## config.mk

```make
export PLATFORM = sky130hd
export DESIGN_NAME = load_store_unit_flat
export DESIGN_NICKNAME = d
export VERILOG_FILES = /design/src/rtl/load_store_unit_if.sv /design/src/rtl/load_store_unit.sv /design/src/flat_wrapper.sv
export SDC_FILE = /design/constraint.sdc
export NUM_CORES = 1
export LEC_CHECK = 0
export ABC_AREA = 0
export CORE_MARGIN = 2
export CORE_UTILIZATION = 46
export DETAILED_ROUTE_END_ITERATION = 6
export GPL_ROUTABILITY_DRIVEN = 0
export PLACE_DENSITY = 0.81
export SLEW_MARGIN = 20
export SYNTH_ARGS = -nofsm -noshare
export SYNTH_HDL_FRONTEND = slang
export SYNTH_SLANG_ARGS = --single-unit
```

## constraint.sdc

```tcl
create_clock -name clock -period 2.3 [get_ports clock]
set_input_delay 0.46 -clock clock [delete_from_list [all_inputs] [get_ports clock]]
set_output_delay 0.46 -clock clock [all_outputs]
set_load 0.005 [all_outputs]
```

## src/rtl/load_store_unit_if.sv

```systemverilog
// Request/response and data-memory bus bundle for load_store_unit.
// slave: the unit's view. master: the pipeline/memory view.
interface load_store_unit_if;
  logic        req_valid;
  logic        req_ready;
  logic        req_write;
  logic [1:0]  req_size;
  logic        req_unsigned;
  logic [31:0] req_addr;
  logic [31:0] req_wdata;
  logic        resp_valid;
  logic [31:0] resp_rdata;
  logic        resp_fault;
  logic [31:0] mem_address;
  logic [31:0] mem_writeData;
  logic        mem_memWrite;
  logic        mem_memRead;
  logic [31:0] mem_readData;

  modport slave (
    input  req_valid, req_write, req_size, req_unsigned, req_addr, req_wdata, mem_readData,
    output req_ready, resp_valid, resp_rdata, resp_fault,
    output mem_address, mem_writeData, mem_memWrite, mem_memRead
  );

  modport master (
    output req_valid, req_write, req_size, req_unsigned, req_addr, req_wdata, mem_readData,
    input  req_ready, resp_valid, resp_rdata, resp_fault,
    input  mem_address, mem_writeData, mem_memWrite, mem_memRead
  );
endinterface

```

## src/rtl/load_store_unit.sv

```systemverilog
// Load/store unit: byte/half/word requests to a word-addressed data memory.
// Sub-word stores use read-modify-write; sub-word loads are sign/zero-extended.
// Optional macro LSU_MISALIGN_TRAP_EN: misaligned half/word accesses fault
// instead of being silently aligned down.
module load_store_unit (
  input logic              clock,
  input logic              reset,
  load_store_unit_if.slave bus
);

  localparam logic [1:0] StIdle  = 2'd0;
  localparam logic [1:0] StRead  = 2'd1;
  localparam logic [1:0] StWrite = 2'd2;
  localparam logic [1:0] StResp  = 2'd3;

  logic [1:0]  state_q, state_d;
  logic        write_q;
  logic [1:0]  size_q;
  logic        unsigned_q;
  logic [31:0] addr_q;
  logic [31:0] wdata_q;
  logic        fault_q;
  logic [31:0] rword_q;

  logic        accept;
  logic        fault_new;
  logic [31:0] addr_new;
  logic [31:0] merged;
  logic [7:0]  ld_byte;
  logic [15:0] ld_half;
  logic [31:0] ld_ext;

  assign accept = bus.req_valid && (state_q == StIdle);

  // Classify the incoming request: fault detection and address alignment.
  always_comb begin
    fault_new = (bus.req_size == 2'b11);
    addr_new  = bus.req_addr;
`ifdef LSU_MISALIGN_TRAP_EN
    if (bus.req_size == 2'b01 && bus.req_addr[0]) fault_new = 1'b1;
    if (bus.req_size == 2'b10 && bus.req_addr[1:0] != 2'b00) fault_new = 1'b1;
`else
    // Misaligned accesses proceed on the enclosing aligned unit.
    if (bus.req_size == 2'b01) addr_new[0] = 1'b0;
    if (bus.req_size == 2'b10) addr_new[1:0] = 2'b00;
`endif
  end

  // Next-state logic.
  always_comb begin
    state_d = state_q;
    case (state_q)
      StIdle: begin
        if (accept) begin
          if (fault_new) state_d = StResp;
          else if (bus.req_write && bus.req_size == 2'b10) state_d = StWrite;
          else state_d = StRead;
        end
      end
      StRead:  state_d = write_q ? StWrite : StResp;
      StWrite: state_d = StResp;
      StResp:  state_d = StIdle;
      default: state_d = StIdle;
    endcase
  end

  // State, latched request fields and the word captured during READ.
  always_ff @(posedge clock or negedge reset) begin
    if (!reset) begin
      state_q    <= StIdle;
      write_q    <= 1'b0;
      size_q     <= 2'b00;
      unsigned_q <= 1'b0;
      addr_q     <= 32'h0;
      wdata_q    <= 32'h0;
      fault_q    <= 1'b0;
      rword_q    <= 32'h0;
    end else begin
      state_q <= state_d;
      if (accept) begin
        write_q    <= bus.req_write;
        size_q     <= bus.req_size;
        unsigned_q <= bus.req_unsigned;
        addr_q     <= addr_new;
        wdata_q    <= bus.req_wdata;
        fault_q    <= fault_new;
      end
      if (state_q == StRead) rword_q <= bus.mem_readData;
    end
  end

  // Store word: replace only the addressed lane(s) of the word read back.
  always_comb begin
    merged = rword_q;
    case (size_q)
      2'b00: begin
        case (addr_q[1:0])
          2'd0:    merged[7:0]   = wdata_q[7:0];
          2'd1:    merged[15:8]  = wdata_q[7:0];
          2'd2:    merged[23:16] = wdata_q[7:0];
          default: merged[31:24] = wdata_q[7:0];
        endcase
      end
      2'b01: begin
        if (addr_q[1]) merged[31:16] = wdata_q[15:0];
        else           merged[15:0]  = wdata_q[15:0];
      end
      default: merged = wdata_q;
    endcase
  end

  // Load extraction and sign/zero extension from the captured word.
  always_comb begin
    case (addr_q[1:0])
      2'd0:    ld_byte = rword_q[7:0];
      2'd1:    ld_byte = rword_q[15:8];
      2'd2:    ld_byte = rword_q[23:16];
      default: ld_byte = rword_q[31:24];
    endcase
    ld_half = addr_q[1] ? rword_q[31:16] : rword_q[15:0];
    case (size_q)
      2'b00:   ld_ext = {{24{~unsigned_q & ld_byte[7]}}, ld_byte};
      2'b01:   ld_ext = {{16{~unsigned_q & ld_half[15]}}, ld_half};
      default: ld_ext = rword_q;
    endcase
  end

  // Outputs decode from state only, so reset clears them asynchronously.
  always_comb begin
    bus.req_ready     = (state_q == StIdle);
    bus.mem_memRead   = (state_q == StRead);
    bus.mem_memWrite  = (state_q == StWrite);
    bus.mem_address   = 32'h0;
    bus.mem_writeData = 32'h0;
    bus.resp_valid    = (state_q == StResp);
    bus.resp_fault    = (state_q == StResp) && fault_q;
    bus.resp_rdata    = 32'h0;
    if (state_q == StRead || state_q == StWrite) bus.mem_address = {2'b00, addr_q[31:2]};
    if (state_q == StWrite) bus.mem_writeData = merged;
    if (state_q == StResp && !fault_q && !write_q) bus.resp_rdata = ld_ext;
  end

endmodule
```

## src/flat_wrapper.sv

```systemverilog
// flat-port wrapper written by rule: the top's interface ports become plain ports
module load_store_unit_flat 
  (clock, reset, bus_req_valid, bus_req_write, bus_req_size, bus_req_unsigned, bus_req_addr, bus_req_wdata, bus_mem_readData, bus_req_ready, bus_resp_valid, bus_resp_rdata, bus_resp_fault, bus_mem_address, bus_mem_writeData, bus_mem_memWrite, bus_mem_memRead);
  load_store_unit_if bus_i ();
  input logic clock;
  input logic reset;
  input wire logic [$bits(bus_i.req_valid)-1:0] bus_req_valid;
  input wire logic [$bits(bus_i.req_write)-1:0] bus_req_write;
  input wire logic [$bits(bus_i.req_size)-1:0] bus_req_size;
  input wire logic [$bits(bus_i.req_unsigned)-1:0] bus_req_unsigned;
  input wire logic [$bits(bus_i.req_addr)-1:0] bus_req_addr;
  input wire logic [$bits(bus_i.req_wdata)-1:0] bus_req_wdata;
  input wire logic [$bits(bus_i.mem_readData)-1:0] bus_mem_readData;
  output wire logic [$bits(bus_i.req_ready)-1:0] bus_req_ready;
  output wire logic [$bits(bus_i.resp_valid)-1:0] bus_resp_valid;
  output wire logic [$bits(bus_i.resp_rdata)-1:0] bus_resp_rdata;
  output wire logic [$bits(bus_i.resp_fault)-1:0] bus_resp_fault;
  output wire logic [$bits(bus_i.mem_address)-1:0] bus_mem_address;
  output wire logic [$bits(bus_i.mem_writeData)-1:0] bus_mem_writeData;
  output wire logic [$bits(bus_i.mem_memWrite)-1:0] bus_mem_memWrite;
  output wire logic [$bits(bus_i.mem_memRead)-1:0] bus_mem_memRead;
  assign bus_i.req_valid = bus_req_valid;
  assign bus_i.req_write = bus_req_write;
  assign bus_i.req_size = bus_req_size;
  assign bus_i.req_unsigned = bus_req_unsigned;
  assign bus_i.req_addr = bus_req_addr;
  assign bus_i.req_wdata = bus_req_wdata;
  assign bus_i.mem_readData = bus_mem_readData;
  assign bus_req_ready = bus_i.req_ready;
  assign bus_resp_valid = bus_i.resp_valid;
  assign bus_resp_rdata = bus_i.resp_rdata;
  assign bus_resp_fault = bus_i.resp_fault;
  assign bus_mem_address = bus_i.mem_address;
  assign bus_mem_writeData = bus_i.mem_writeData;
  assign bus_mem_memWrite = bus_i.mem_memWrite;
  assign bus_mem_memRead = bus_i.mem_memRead;
  load_store_unit u_core (.clock(clock), .reset(reset), .bus(bus_i));
endmodule
```

## Yosys cells after proc, flatten, opt, wreduce, memory -nomap -nowiden

Index checks and enable logic that the tools add are counted.

- Bitwise gates (word level): 3
- Eq/ne operators: 10
- Muxes and demuxes: 20
- Multiply operators: 0
- Divide/modulo/power cells: 0
- Shifts and indexed selects: 0
- $add $sub $neg: 0
- Reduce and logical (&&, ||, !) cells: 12
- Order comparisons: 0

Operators by type and width:

| operator | count |
|---|---|
| $pmux 32 s2 | 2 |
| $mux 32 | 2 |
| $mux 16 | 3 |
| $mux 8 | 4 |
| $mux 30 | 1 |
| $pmux 8 s3 | 1 |
| $eq 2x2->1 const B | 5 |
| $eq 2x1->1 const B | 4 |
| $mux 2 | 4 |
| $pmux 2 s4 | 1 |
| $logic_not 2->1 | 3 |
| $logic_and 1x1->1 | 5 |
| $reduce_or 3->1 | 1 |
| $and 1x1->1 | 2 |
| $logic_not 1->1 | 2 |
| $mux 1 | 2 |
| $ne 2x1->1 const B | 1 |
| $logic_or 1x1->1 | 1 |
| $not 1->1 | 1 |

- Bits in read-only memories: 0
- Memories kept: 0
- Output and inout bits: 101
- Register bits: 103
- Word-level logic and storage cells: 53
- Memory bits (writable): 0
- Latch bits: 0
- Bits of input ports: 103

## Longest topological paths before layout

Gate-level depths: netlist of run 1.

- Word-level depth: 6
- Depth in mapped cells: 7
- Mapped depth without buffers: 5

## Least setup slack after synthesis of run 1

Ideal clock, no wire load.

- Path type: reg-to-output
- Start point: reg u_core.state_q[0]
- End point: out bus_resp_rdata[20]
- Stages on the path, launching flop included: 7
- Buffers on the path: 1
- Slack: 0.259 ns
- Data arrival time: 1.581 ns
- Cells stage by stage: dfrtp_1 ha_1 or3b_1 nor3_1 o31ai_4 buf_6 nand2_1

- Longest elaborated chain between the ends: 4

Ends and longest elaborated chain:

| item | RTL line | RTL |
|---|---|---|
| from (decl) | load_store_unit.sv:16 | `logic [1:0] state_q, state_d;` |
| from (signal assigned) | load_store_unit.sv:70 | `state_q <= StIdle;` |
| from (signal assigned) | load_store_unit.sv:79 | `state_q <= state_d;` |
| $eq 2x2->1 | n/a |  |
| via bus_resp_valid | flat_wrapper.sv:15 | `output wire logic [$bits(bus_i.resp_valid)-1:0] bus_resp_valid;` |
| $logic_and 1x1->1 (2 in a row) | load_store_unit.sv:140 | `if (state_q == StResp && !fault_q && !write_q) bus.resp_rdata = ld_ext;` |
| $mux 32 | load_store_unit.sv:140 |  |
| to (decl) | flat_wrapper.sv:16 | `output wire logic [$bits(bus_i.resp_rdata)-1:0] bus_resp_rdata;` |

The timed path passes the listed nets, and every way through them passes these cells.

## Worst setup path in the final report of run 1

- Start point: reg u_core.state_q[1]
- End point: out bus_resp_rdata[15]

- Longest elaborated chain between the ends: 4

Ends and longest elaborated chain:

| item | RTL line |
|---|---|
| $eq 2x2->1 | load_store_unit.sv:140 |
| $logic_and 1x1->1 (2 in a row) | load_store_unit.sv:140 |
| $mux 32 | load_store_unit.sv:140 |

Every way passes these cells.

==> results.py, run 1 <==
metrics = {
    "power_and_ir_drop": {
        "peakVddDrop_v": 0.000879,
        "p_leak_nw": 4.41,
        "p_comb_frac": 0.632,
        "p_clk_frac": 0.115,
        "p_sw_frac": 0.403,
        "intPower_mw": 9.32,
        "power_switching_mw": 6.30,
        "seqPwrFrac": 0.254,
        "p_per_area_nw_per_um2": 1610,
    },
    "layout": {
        "final_cell_mix": "clkdlybuf4s50_1 (119), dfrtp_1 (102), mux2_2 (99)",
        "area_growth_pct": 65.8,
        "multiInputGateArea_um2": 3510,
        "layout_commonest_cell": "clkdlybuf4s50_1",
        "num_antenna_cells": 0,
        "num-fill-cells": 767,
        "finalInstanceArea_um2": 9690,
        "final_cells": 1012,
        "drive_gt1_frac": 0.488,
        "layout.nets": 943,
        "regArea_um2": 2580,
    },
    "cts": {
        "cts_made_buffers": 9,
        "clk_pin_slew_worst_paths_ps": 70,
        "cts_tree": "yes",
        "cts_root_buf": "clkbuf_16",
        "ctsHtreeMaxLevel": 3,
        "clock-sinks": 103,
        "cts_hold_buffers": 0,
        "cts_max_path_buffers": 2,
        "clk_latency_ps": 360,
    },
    "floorplan": {
        "die_width_um": 117,
        "start_util": 0.467,
        "core_area_um2": 12500,
        "floorplan.die.height_um": 117,
        "dieArea_um2": 13600,
        "ioPinCount": 204,
        "rows": 41,
    },
    "synth": {
        "synth_mux_area_frac": 0.251,
        "synth_compound_area_frac": 0.136,
        "synth_top_family_by_area": "multiplexers",
        "synth_seq_area_share": 0.441,
        "synthFlopType": "dfrtp_1",
        "synth-simple-area-share": 0.123,
        "syn_area_um2": 5850,
        "yosys_warnings": 0,
        "synth_edf_count": 0,
        "synth.avg_cell_area_um2": 10.7,
        "async_reset_ff_frac": 1.00,
        "synth_cell_types": 43,
        "synthCells": 547,
        "synth_xor_xnor_area_share": 0,
        "synthAdderAreaFrac": 0.00856,
        "synth_seq_cells": 103,
    },
    "critical_path": {
        "start_kind": "register",
        "crit_arrival_ps": 2250,
        "cp-end-kind": "output pin",
        "crit_required_ps": 1840,
        "cp_max_fo": 3,
        "ff2ff_path_depth": 6,
        "worstSetupPathType": "register to output pin",
    },
    "global_routing": {
        "antenna_found_initial": 0,
        "grt-ovfl-total": 0,
        "grt_pass1_vias": 6239,
        "grt_max_degree": 49,
        "grt_util_all_layers": 0.326,
        "grt_first_pass_wirelength_um": 33400,
    },
    "sta": {
        "maxSlewViolCount": 0,
        "whs_ps": 109,
        "layout_setup_ws_ps": -412,
        "setup_viol": 88,
        "rsz0062_at_grt": "true",
        "worst_slew_margin_rel": 0.602,
        "hold_viol_final": 0,
        "max_freq_mhz": 369,
        "fin_crit_sh": 1.18,
        "period_minus_slack_ps": 2710,
        "clock_skew_ps": 6.07,
        "tightest_slew_ps": 597,
    },
    "run": {
        "cap_viol_max_count": 0,
    },
    "place": {
        "io_buffers": 201,
        "dp.cells": 929,
        "hpwl_um": 13600,
        "placedInstanceArea_um2": 8320,
    },
    "min_path": {
        "hp-class": "primary input to async pin",
    },
    "routing": {
        "drc_errors": 0,
        "vias_per_cell": 6.00,
        "drtPass1Iterations": 6,
        "wl_per_cell_um": 24.0,
        "routed-via-count": 6071,
        "postRouteWirelength_um": 24300,
        "drt-initial-drc-count": 756,
        "ant_nets": 0,
    },
    "run_status": {
        "violations": "negative setup slack",
        "status": "finished, violations left",
    },
}
what timing repair did:
item,in CTS,in global routing
cloned,4,1
gates resized for setup,385,97
endpoints found under the setup margin,96,93
buffers inserted,52,20
pin swaps,47,36
layer usage:
layer	routed length, um	global-route usage	up-vias
li1	-	-	2527
met1	8660	0.366	2937
met5	0	0	-
met4	1640	0.202	0
met3	2540	0.104	137
met2	11500	0.538	470
cell usage after synthesis, types with 2 or more instances:
library cell	number	area (um2)
clkbuf_1	21	78.8
o21ai_0	15	75.1
nor2_1	21	78.8
nand2_1	61	229
mux2i_1	26	260
o211ai_1	2	15.0
a32oi_1	8	70.1
buf_1	6	22.5
o221a_2	6	67.6
ha_1	4	50.1
buf_4	5	37.5
nor2b_1	18	113
o31ai_1	7	52.6
dfrtp_1	103	2580
nor3_1	3	15.0
mux2_2	107	1200
inv_1	6	22.5
a21boi_0	8	60.1
a21oi_1	16	80.1
nand2b_1	4	25.0
nand3_1	3	15.0
o211a_1	7	70.1
buf_6	2	22.5
buf_2	10	50.1
and2_1	32	200
a22o_1	2	17.5
a22oi_1	8	60.1
o22ai_1	14	87.6
o22a_1	8	70.1
registers in the layout, summed over array words and instances, names as in the netlist:
| signal | cells |
|---|---|
| u_core.unsigned_q | 1 |
| u_core.addr_q | 32 |
| u_core.fault_q | 1 |
| u_core.rword_q | 32 |
| u_core.size_q | 2 |
| u_core.state_q | 2 |
| u_core.write_q | 1 |
| u_core.wdata_q | 32 |
power groups by stage:
stage,Combinational (mW),Clock (mW),Sequential (mW)
after global routing,10.4,1.89,3.99
after detailed placement,7.24,0,3.72
final,9.86,1.79,3.96
after global placement,7.08,0,3.66
after CTS,8.73,1.80,3.74
after floorplan,4.09,0,3.32
final cells by class:
cell class | instances | area share
multi-input combinational | 395 | 0.363
timing repair buffer | 321 | 0.311
sequential | 103 | 0.266
clock buffer | 10 | 0.0247
tap | 172 | 0.0222
clock inverter | 5 | 0.0107
inverter | 6 | 0.00310
cells by family after synthesis:
| kind of cell | Yosys count |
|---|---|
| and+or+nand+nor | 148 |
| other | 1 |
| DFF | 103 |
| adders and majority gates | 4 |
| AOI/OAI and AO/OA | 108 |
| muxes | 133 |
| buffers and inverters | 50 |
through the flow:
stage | TNS [ps] | setup WS [ps] | total power, mW | utilization
2_1_floorplan | 0 | 259 | 7.41 | -
3_3_place_gp | -6560 | -228 | 10.7 | 0.665
3_5_place_dp | -8960 | -293 | 11.0 | 0.665
4_1_cts | -13370 | -316 | 14.3 | 0.752
5_1_grt | -23620 | -475 | 16.2 | 0.774
6_report | -17830 | -412 | 15.6 | 0.774
worst max-delay path, cell delays in order, from the launching register on:
cell,delay [ps]
dfrtp_1,370
ha_2,180
or3b_4,400
buf_6,150
buf_4,150
buf_6,120
a21oi_4,180
o31a_1,220
buf_2,130
final timing paths:
kind                                      end               from  slack [ps]
hold / removal             u_core.rword_q[24]              reset         110
max in group asynchronous    u_core.addr_q[0]              reset        1560
setup reg to reg            u_core.rword_q[7]  u_core.state_q[1]         400
setup / recovery           bus_resp_rdata[15]  u_core.state_q[1]        -410
min in group clock          u_core.addr_q[18]  u_core.addr_q[18]         500
hold reg to reg             u_core.addr_q[18]  u_core.addr_q[18]         500
(Power assumes the default switching activity.)
==> run 2, diff against run 1 <==
GPL_ROUTABILITY_DRIVEN = not set   (was 0)
==> run 2 against run 1 <==
  * The flow still finishes with violations (negative setup slack)
  * Routed wire length decreased by 2.9%
  * Core utilization about the same
  * Non-clock buffer count up 7
  * Total power down 2.1%
  * Final cell count rose by 0.59%
  * Global-route usage is 1.6 points lower
  * Cell area is essentially flat
  * Sequential share of layout area about the same
  * Worst hold slack improved by 12 ps
  * Register-to-register slack improved by 90 ps
  * Via count shrank 0.77%
  * Largest power group unchanged
  * Highest routed layer unchanged
==> results.py, run 2 (same netlist as run 1, synthesis figures left out) <==
metrics = {
    "run_status": {
        "status": "finished, violations left",
        "violations": "negative setup slack",
    },
    "routing": {
        "wl_met1_um": 8270,
        "drt-initial-drc-count": 521,
        "wl_per_cell_um": 23.2,
        "drc_errors": 0,
        "drtPass1Iterations": 7,
        "routed-via-count": 6024,
        "vias_per_cell": 5.92,
        "ant_nets": 0,
        "highest_layer": "met4",
        "wl_met2_um": 11600,
        "postRouteWirelength_um": 23600,
        "dr_wl_met3_um": 2230,
    },
    "place": {
        "gp_congestion": 0.932,
        "io_buffers": 201,
        "placedInstanceArea_um2": 8320,
        "pre_cts_ws_ps": -301,
        "hpwl_um": 13700,
    },
    "floorplan": {
        "die_width_um": 117,
        "floorplan.die.height_um": 117,
        "core_area_um2": 12500,
        "dieArea_um2": 13600,
        "start_util": 0.467,
        "ioPinCount": 204,
        "rows": 41,
    },
    "layout": {
        "finalInstanceArea_um2": 9690,
        "num_antenna_cells": 0,
        "layout_commonest_cell": "clkdlybuf4s50_1",
        "layout.nets": 950,
        "num-fill-cells": 767,
        "final_cell_mix": "clkdlybuf4s50_1 (104), dfrtp_1 (102), mux2_2 (101)",
        "drive_gt1_frac": 0.524,
        "area_growth_pct": 65.8,
        "top_regs": "u_core.addr_q: 32 flops, u_core.rword_q: 32 flops, u_core.wdata_q: 32 flops",
    },
    "sta": {
        "finalSetupTns_ps": -13280,
        "worst_slew_margin_rel": 0.598,
        "rsz0062_at_grt": "true",
        "maxSlewViolCount": 0,
        "max_freq_mhz": 375,
        "tightest_slew_ps": 603,
        "hold_viol_final": 0,
        "period_minus_slack_ps": 2670,
        "fin_crit_sh": 1.16,
        "setup_viol": 82,
        "clock_skew_ps": 3.96,
        "layout_setup_ws_ps": -368,
    },
    "global_routing": {
        "grt_first_pass_wirelength_um": 31900,
        "grt_util_all_layers": 0.310,
        "grt_max_degree": 104,
        "antenna_found_initial": 0,
        "grt_pass1_vias": 6053,
        "grt-ovfl-total": 0,
    },
    "critical_path": {
        "cp_common_cell": "buf_6",
        "critPathBufInv": 4,
        "cp_slowest_stage_delay_ps": 410,
        "worstSetupPathType": "register to output pin",
        "cp_slowest_cell": "or3b_4",
        "crit_chain": "ha_2 > or3b_4 > buf_6 > buf_4 > a21oi_4 > buf_6 > o211a_1 > buf_2",
        "cp_max_fo": 5,
        "crit_arrival_ps": 2210,
        "start_kind": "register",
        "crit_required_ps": 1840,
        "cp-end-kind": "output pin",
        "path_delay_family": "buffers and inverters",
    },
    "cts": {
        "cts_made_buffers": 9,
        "clk_latency_ps": 360,
        "ctsHtreeMaxLevel": 3,
        "clk_pin_slew_worst_paths_ps": 70,
        "cts_tree": "yes",
        "cts_max_path_buffers": 2,
        "cts_hold_buffers": 0,
        "clock-sinks": 103,
        "cts_root_buf": "clkbuf_16",
    },
    "power_and_ir_drop": {
        "p_per_area_nw_per_um2": 1580,
        "p_leak_nw": 4.60,
        "peakVddDrop_v": 0.00105,
    },
    "min_path": {
        "hp-class": "primary input to async pin",
    },
    "run": {
        "cap_viol_max_count": 0,
    },
}
[run 2: cell count changes in the layout (fill, tap and decap cells not counted), moves of 7 or more]
cell,previous run,this run
clkbuf_2,2,20
clkdlybuf4s50_1,119,104
buf_4,57,68
nor2_2,9,0
clkdlybuf4s15_2,8,0
dlymetal6s2s_1,2,10
nand2_1,41,33
nor2b_1,15,7
o21ai_0,14,6
nor2_1,8,15
nor2b_2,0,7
[run 2: power by group]
| part | total (mW) | leakage (nW) | switching [mW] | internal, mW |
|---|---|---|---|---|
| clock | 1.54 | 0.140 | 0.682 | 0.858 |
| sequential | 3.98 | 1.21 | 1.23 | 2.75 |
| combinational | 9.77 | 3.25 | 4.39 | 5.38 |
[run 2: metal layers]
metal / vias to the layer above / global-route usage
met2: 447 / 0.534
li1: 2552 / -
met1: 2892 / 0.352
met3: 133 / 0.0778
met5: - / 0
met4: 0 / 0.170
[run 2: cell type report]
cell class              instances  area (um2)  area share
repair buffers                328        2950       0.304
multi-input cells             395        3640       0.375
clock inverters                 4        47.5     0.00490
clock buffers                  10         239      0.0247
well taps                     172         215      0.0222
flip-flops and latches        103        2580       0.266
inverters                       6        30.0     0.00310
[run 2: per-stage QoR]
stage               utilization  instances  hold WS [ps]  total power [mW]
finish                    0.774       1018           121              15.3
global route              0.774       1018           178              15.9
CTS                       0.734        987           198              13.6
detailed placement        0.664        932           488              11.0
global placement          0.664        932           480              10.8
floorplan                     -        548           164              7.41
[run 2: worst paths after layout]
path | startpoint | end | slack, ps | depth (start not counted)
worst min register to register | u_core.addr_q[10] | u_core.addr_q[10] | 500 | 1
worst max register to register | u_core.state_q[0] | u_core.wdata_q[21] | 490 | 8
worst min-delay path | reset | u_core.rword_q[11] | 120 | 2
max in group asynchronous | reset | u_core.addr_q[1] | 1650 | 2
worst max-delay path | u_core.state_q[0] | bus_resp_rdata[9] | -370 | 8
min in group clock | u_core.addr_q[10] | u_core.addr_q[10] | 500 | 1
[run 2: timing repair]
| item | CTS | global route |
|---|---|---|
| cloned | 2 | 2 |
| setup endpoints to repair | 96 | 94 |
| resized for setup | 378 | 182 |
| pin swaps | 51 | 43 |
| setup buffers | 39 | 34 |
==> RTL change 1, RTL diff (flow settings as in run 1) <==
Add a define of `LSU_MISALIGN_TRAP_EN`.
--- a/src/rtl/load_store_unit.sv
+++ b/src/rtl/load_store_unit.sv
@@ -2,6 +2,8 @@
 // Sub-word stores use read-modify-write; sub-word loads are sign/zero-extended.
 // Optional macro LSU_MISALIGN_TRAP_EN: misaligned half/word accesses fault
 // instead of being silently aligned down.
+`define LSU_MISALIGN_TRAP_EN
+
 module load_store_unit (
   input logic              clock,
   input logic              reset,
Formal check against the unedited RTL: not equivalent (Yosys sat finds a counterexample within 4 cycles, from zero or initial values and one cycle with reset low).
==> RTL change 1 against run 1 <==
- the flow still finishes with violations (negative setup slack)
- die area fell by 0.91%
- area after synthesis shrank 0.94%
- largest cell class unchanged
- wire length increased by 3.3%
- sequential power about the same
- sequential cell count unchanged
- worst setup slack improved by 0.042 ns
- count of clock-buffer cells in the layout increased by 1
- final area barely moved
- first-iteration DRC count decreased by 17%
- power up 0.77%
- highest routed layer unchanged
- worst hold slack got worse by 0.025 ns
==> RTL change 1: results <==
{
  "status": "complete, but fails checks",
  "violations": "negative setup slack",
  "synth_compound_area_share_pct": 13.1,
  "grt_use_met2_pct": 58.3,
  "grt_pass1_wl_um": 34400,
  "placed_area_sq_mm": 0.00832,
  "finalSetupViolations": 77,
  "clock_skew_ns": 0.00784,
  "max_slew_margin_pct": 63.9,
  "setup_ws_ns": -0.370,
  "crit_fanout": 5,
  "leakage_nw": 4.43,
  "buffer_area_share_pct": 30.9,
  "fin_nets": 932,
  "grt_use_total_pct": 34.1,
  "regArea_sq_mm": 0.00258,
  "cp_slowest_cell": "dfrtp_2",
  "ctsResizeCount": 418,
  "synthAdderAreaFrac_pct": 0.864,
  "dr.first_iter.drc_count": 624,
  "core_area_sq_mm": 0.0122,
  "nClkBuffers": 11,
  "fin_tns_setup_ns": -15.60,
  "drt-pass1-iter-count": 7,
  "cts_setup_buffers": 46,
  "drive_gt1_share_pct": 50.6,
  "n_all_buffers": 326,
  "vias": 6148,
  "dp_hpwl_um": 14100,
  "max_stage_delay_ns": 0.47
}
## RTL change 1: cell count changes in the layout (fill, tap and decap cells not counted), moves of 8 or more
cell             before  now
nand2_1              41   33
clkdlybuf4s50_1     119  107
buf_6                47   61
nor2_1                8   17
dlygate4sd2_1         6   17
mux2i_1              20   12
## RTL change 1: worst paths after layout
check	from	endpoint	slack (ns)	cells after the start
max	u_core.addr_q[1]	bus_resp_rdata[2]	-0.37	7
min reg2reg	u_core.addr_q[17]	u_core.addr_q[17]	0.50	1
max in group asynchronous	reset	u_core.rword_q[27]	1.45	2
min in group clock	u_core.addr_q[17]	u_core.addr_q[17]	0.50	1
min	reset	u_core.addr_q[28]	0.08	1
max reg2reg	u_core.state_q[0]	u_core.state_q[0]	0.38	9
## RTL change 1: logic make-up (layout without fill, tap and decap cells)
family | Yosys count | count (layout)
buffers and inverters | 51 | 350
AND/OR/NAND/NOR | 136 | 136
AO/OA/AOI/OAI | 100 | 101
multiplexers | 134 | 134
other | 1 | 2
flip-flops | 103 | 103
adder cells (fa/ha/maj) | 4 | 4
## RTL change 1: report_power, final
part	switching [mW]	internal, mW	total (mW)
Clock	0.726	0.969	1.70
Combinational	4.59	5.50	10.1
Sequential	1.20	2.76	3.96
## RTL change 1: worst register-to-register path: stages, from the launching register on
cell and delay [ns]:
dfrtp_1 0.39, buf_4 0.16, inv_4 0.06, buf_4 0.11
ha_4 0.16, nand2_2 0.20, buf_4 0.28, nor3_1 0.26
inv_1 0.12, o221ai_1 0.09
## RTL change 1: through the flow
stage	setup slack [ns]	instances
finish	-0.370	998
global route	-0.405	998
CTS	-0.321	981
detailed placement	-0.377	917
global placement	-0.286	917
floorplan	0.257	530
==> RTL change 2, RTL diff (settings of run 1) <==
Without the edit above. Make the reset (`reset`) synchronous in one clocked block. Comments in the files are not updated.
--- a/src/rtl/load_store_unit.sv
+++ b/src/rtl/load_store_unit.sv
@@ -65,7 +65,7 @@
   end
 
   // State, latched request fields and the word captured during READ.
-  always_ff @(posedge clock or negedge reset) begin
+  always_ff @(posedge clock) begin
     if (!reset) begin
       state_q    <= StIdle;
       write_q    <= 1'b0;
Formal check against the unedited RTL: differs if reset is asserted again (counterexample within 4 cycles, from zero or initial values and one cycle with reset low); with reset held inactive, the same outputs for 10 cycles.
==> RTL change 2 against run 1 <==
- the run still ends with negative setup slack left
- critical path type unchanged
- critical path depth unchanged
- area after synthesis fell by 3.0%
- sequential cell count is the same
- synthesized cell count up 29%
- die area shrank 2.8%
- largest cell class unchanged
- final area fell by 4.6%
- wire length down 3.1%
- worst setup slack better by 0.16 ns
Power is not compared: it rests on default switching activity, and its combinational part moved more than twofold at a synthesized area within 25%.
==> RTL change 2: results <==
{
  "status": "complete, but fails checks",
  "violations": "negative setup slack",
  "crit_arrival_ns": 2.10,
  "min-delay-path-class": "reg2reg",
  "hold_end": "u_core.wdata_q[21]",
  "synth.top_cell.area_share_pct": 36.3,
  "dp_hpwl_um": 14800,
  "crit_family": "buffers and inverters",
  "wl_per_cell_um": 21.1,
  "dr.first_iter.drc_count": 550,
  "nFillCells": 791,
  "clock_skew_ns": 0.00749,
  "ys.flop_type": "dfxtp_1",
  "netlist-cell-type-count": 45,
  "setup_ws_ns": -0.256,
  "ir_worst_vdd_v": 0.000966,
  "syn_avg_cell_area_sq_um": 8.04,
  "r2r_start": "u_core.state_q[0]",
  "cp_slowest_cell": "dfxtp_4",
  "cts_buffer_depth": 2,
  "ys_top_cells_by_area": "dfxtp_1, nand2_1, a21boi_0",
  "cts_buffers": 9,
  "ctsResizeCount": 301,
  "worstReg2RegEnd": "u_core.size_q[1]",
  "grt_util_met1_pct": 37.6,
  "portBuffers": 201,
  "leakage_nw": 3.72,
  "hold-worst-slack_ns": 0.466,
  "stdcell_count": 1113,
  "clk_pin_slew_ns": 0.07,
  "htreeDepth": 3,
  "crit_fanout": 5,
  "fin_tns_setup_ns": -6.83,
  "max_slew_margin_pct": 60.0,
  "reg2reg_slack_ns": 0.47,
  "cts_setup_buffers": 21,
  "grt_start_max_net_pins": 55,
  "cts_root_buf": "clkbuf_16",
  "max_stage_delay_ns": 0.39,
  "drt-pass1-iter-count": 5,
  "dpl_worst_slack_ns": -0.281,
  "synthArstFlopShare_pct": 0,
  "grt_pass1_vias": 6532,
  "ys_seq_area_share_pct": 36.3,
  "grt_use_total_pct": 33.1,
  "grt_use_met2_pct": 55.3,
  "use_met3_pct": 11.1,
  "reg2reg_depth": 7,
  "drive_gt1_share_pct": 29.3,
  "regArea_sq_mm": 0.00208,
  "synthTopCellsByCount": "nand2_1, dfxtp_1, a21boi_0",
  "reg.largest.list": "u_core.addr_q: 32 flops, u_core.rword_q: 32 flops, u_core.wdata_q: 32 flops",
  "placed_area_sq_mm": 0.00825,
  "finalSetupViolations": 49,
  "grt_pass1_wl_um": 33800,
  "vias": 6564
}
==> RTL change 2: tightest hold or removal path, stage by stage (launching register included) <==
cell and delay (ns):
dfxtp_1 0.31, nand2_1 0.05, a21boi_0 0.06
==> RTL change 2: how the worst max path moves through the flow <==
stage	start	end	slack [ns]
floorplan	u_core.state_q[1]	bus_resp_rdata[21]	0.28
detailed placement	u_core.addr_q[0]	bus_resp_rdata[11]	-0.28
global route	u_core.addr_q[1]	bus_resp_rdata[27]	-0.31
global placement	u_core.addr_q[0]	bus_resp_rdata[8]	-0.23
CTS	u_core.addr_q[1]	bus_resp_rdata[16]	-0.23
finish	u_core.addr_q[1]	bus_resp_rdata[27]	-0.26
==> RTL change 2: cell families after synthesis <==
| logic type | count (synthesis) | synth area share, % |
|---|---|---|
| compound gates | 179 | 23.2 |
| buf+inv | 73 | 5.58 |
| simple gates | 288 | 23.4 |
| other cells | 1 | 0.0661 |
| fa+ha+maj | 4 | 0.882 |
| flops | 103 | 36.3 |
| mux | 58 | 10.5 |
==> RTL change 2: report_power, final <==
group	internal, mW	switching [mW]	total (mW)
clock	0.892	0.750	1.64
sequential	2.16	0.402	2.57
combinational	2.27	2.27	4.54
==> RTL change 2: layout make-up <==
class / instances / share of cell area (%)
clock buffer: 10 / 2.59
inverter: 13 / 0.718
multi-input combinational: 531 / 40.8
clock inverter: 6 / 0.812
sequential: 103 / 22.5
tap: 147 / 1.99
timing repair buffer: 303 / 30.6
==> RTL change 2: metal layers <==
metal  vias up  routed length [um]
li1       2923                   -
met1      3071                8500
met2       442               11000
met3       128                2530
met4         0                1490
met5         -                   0
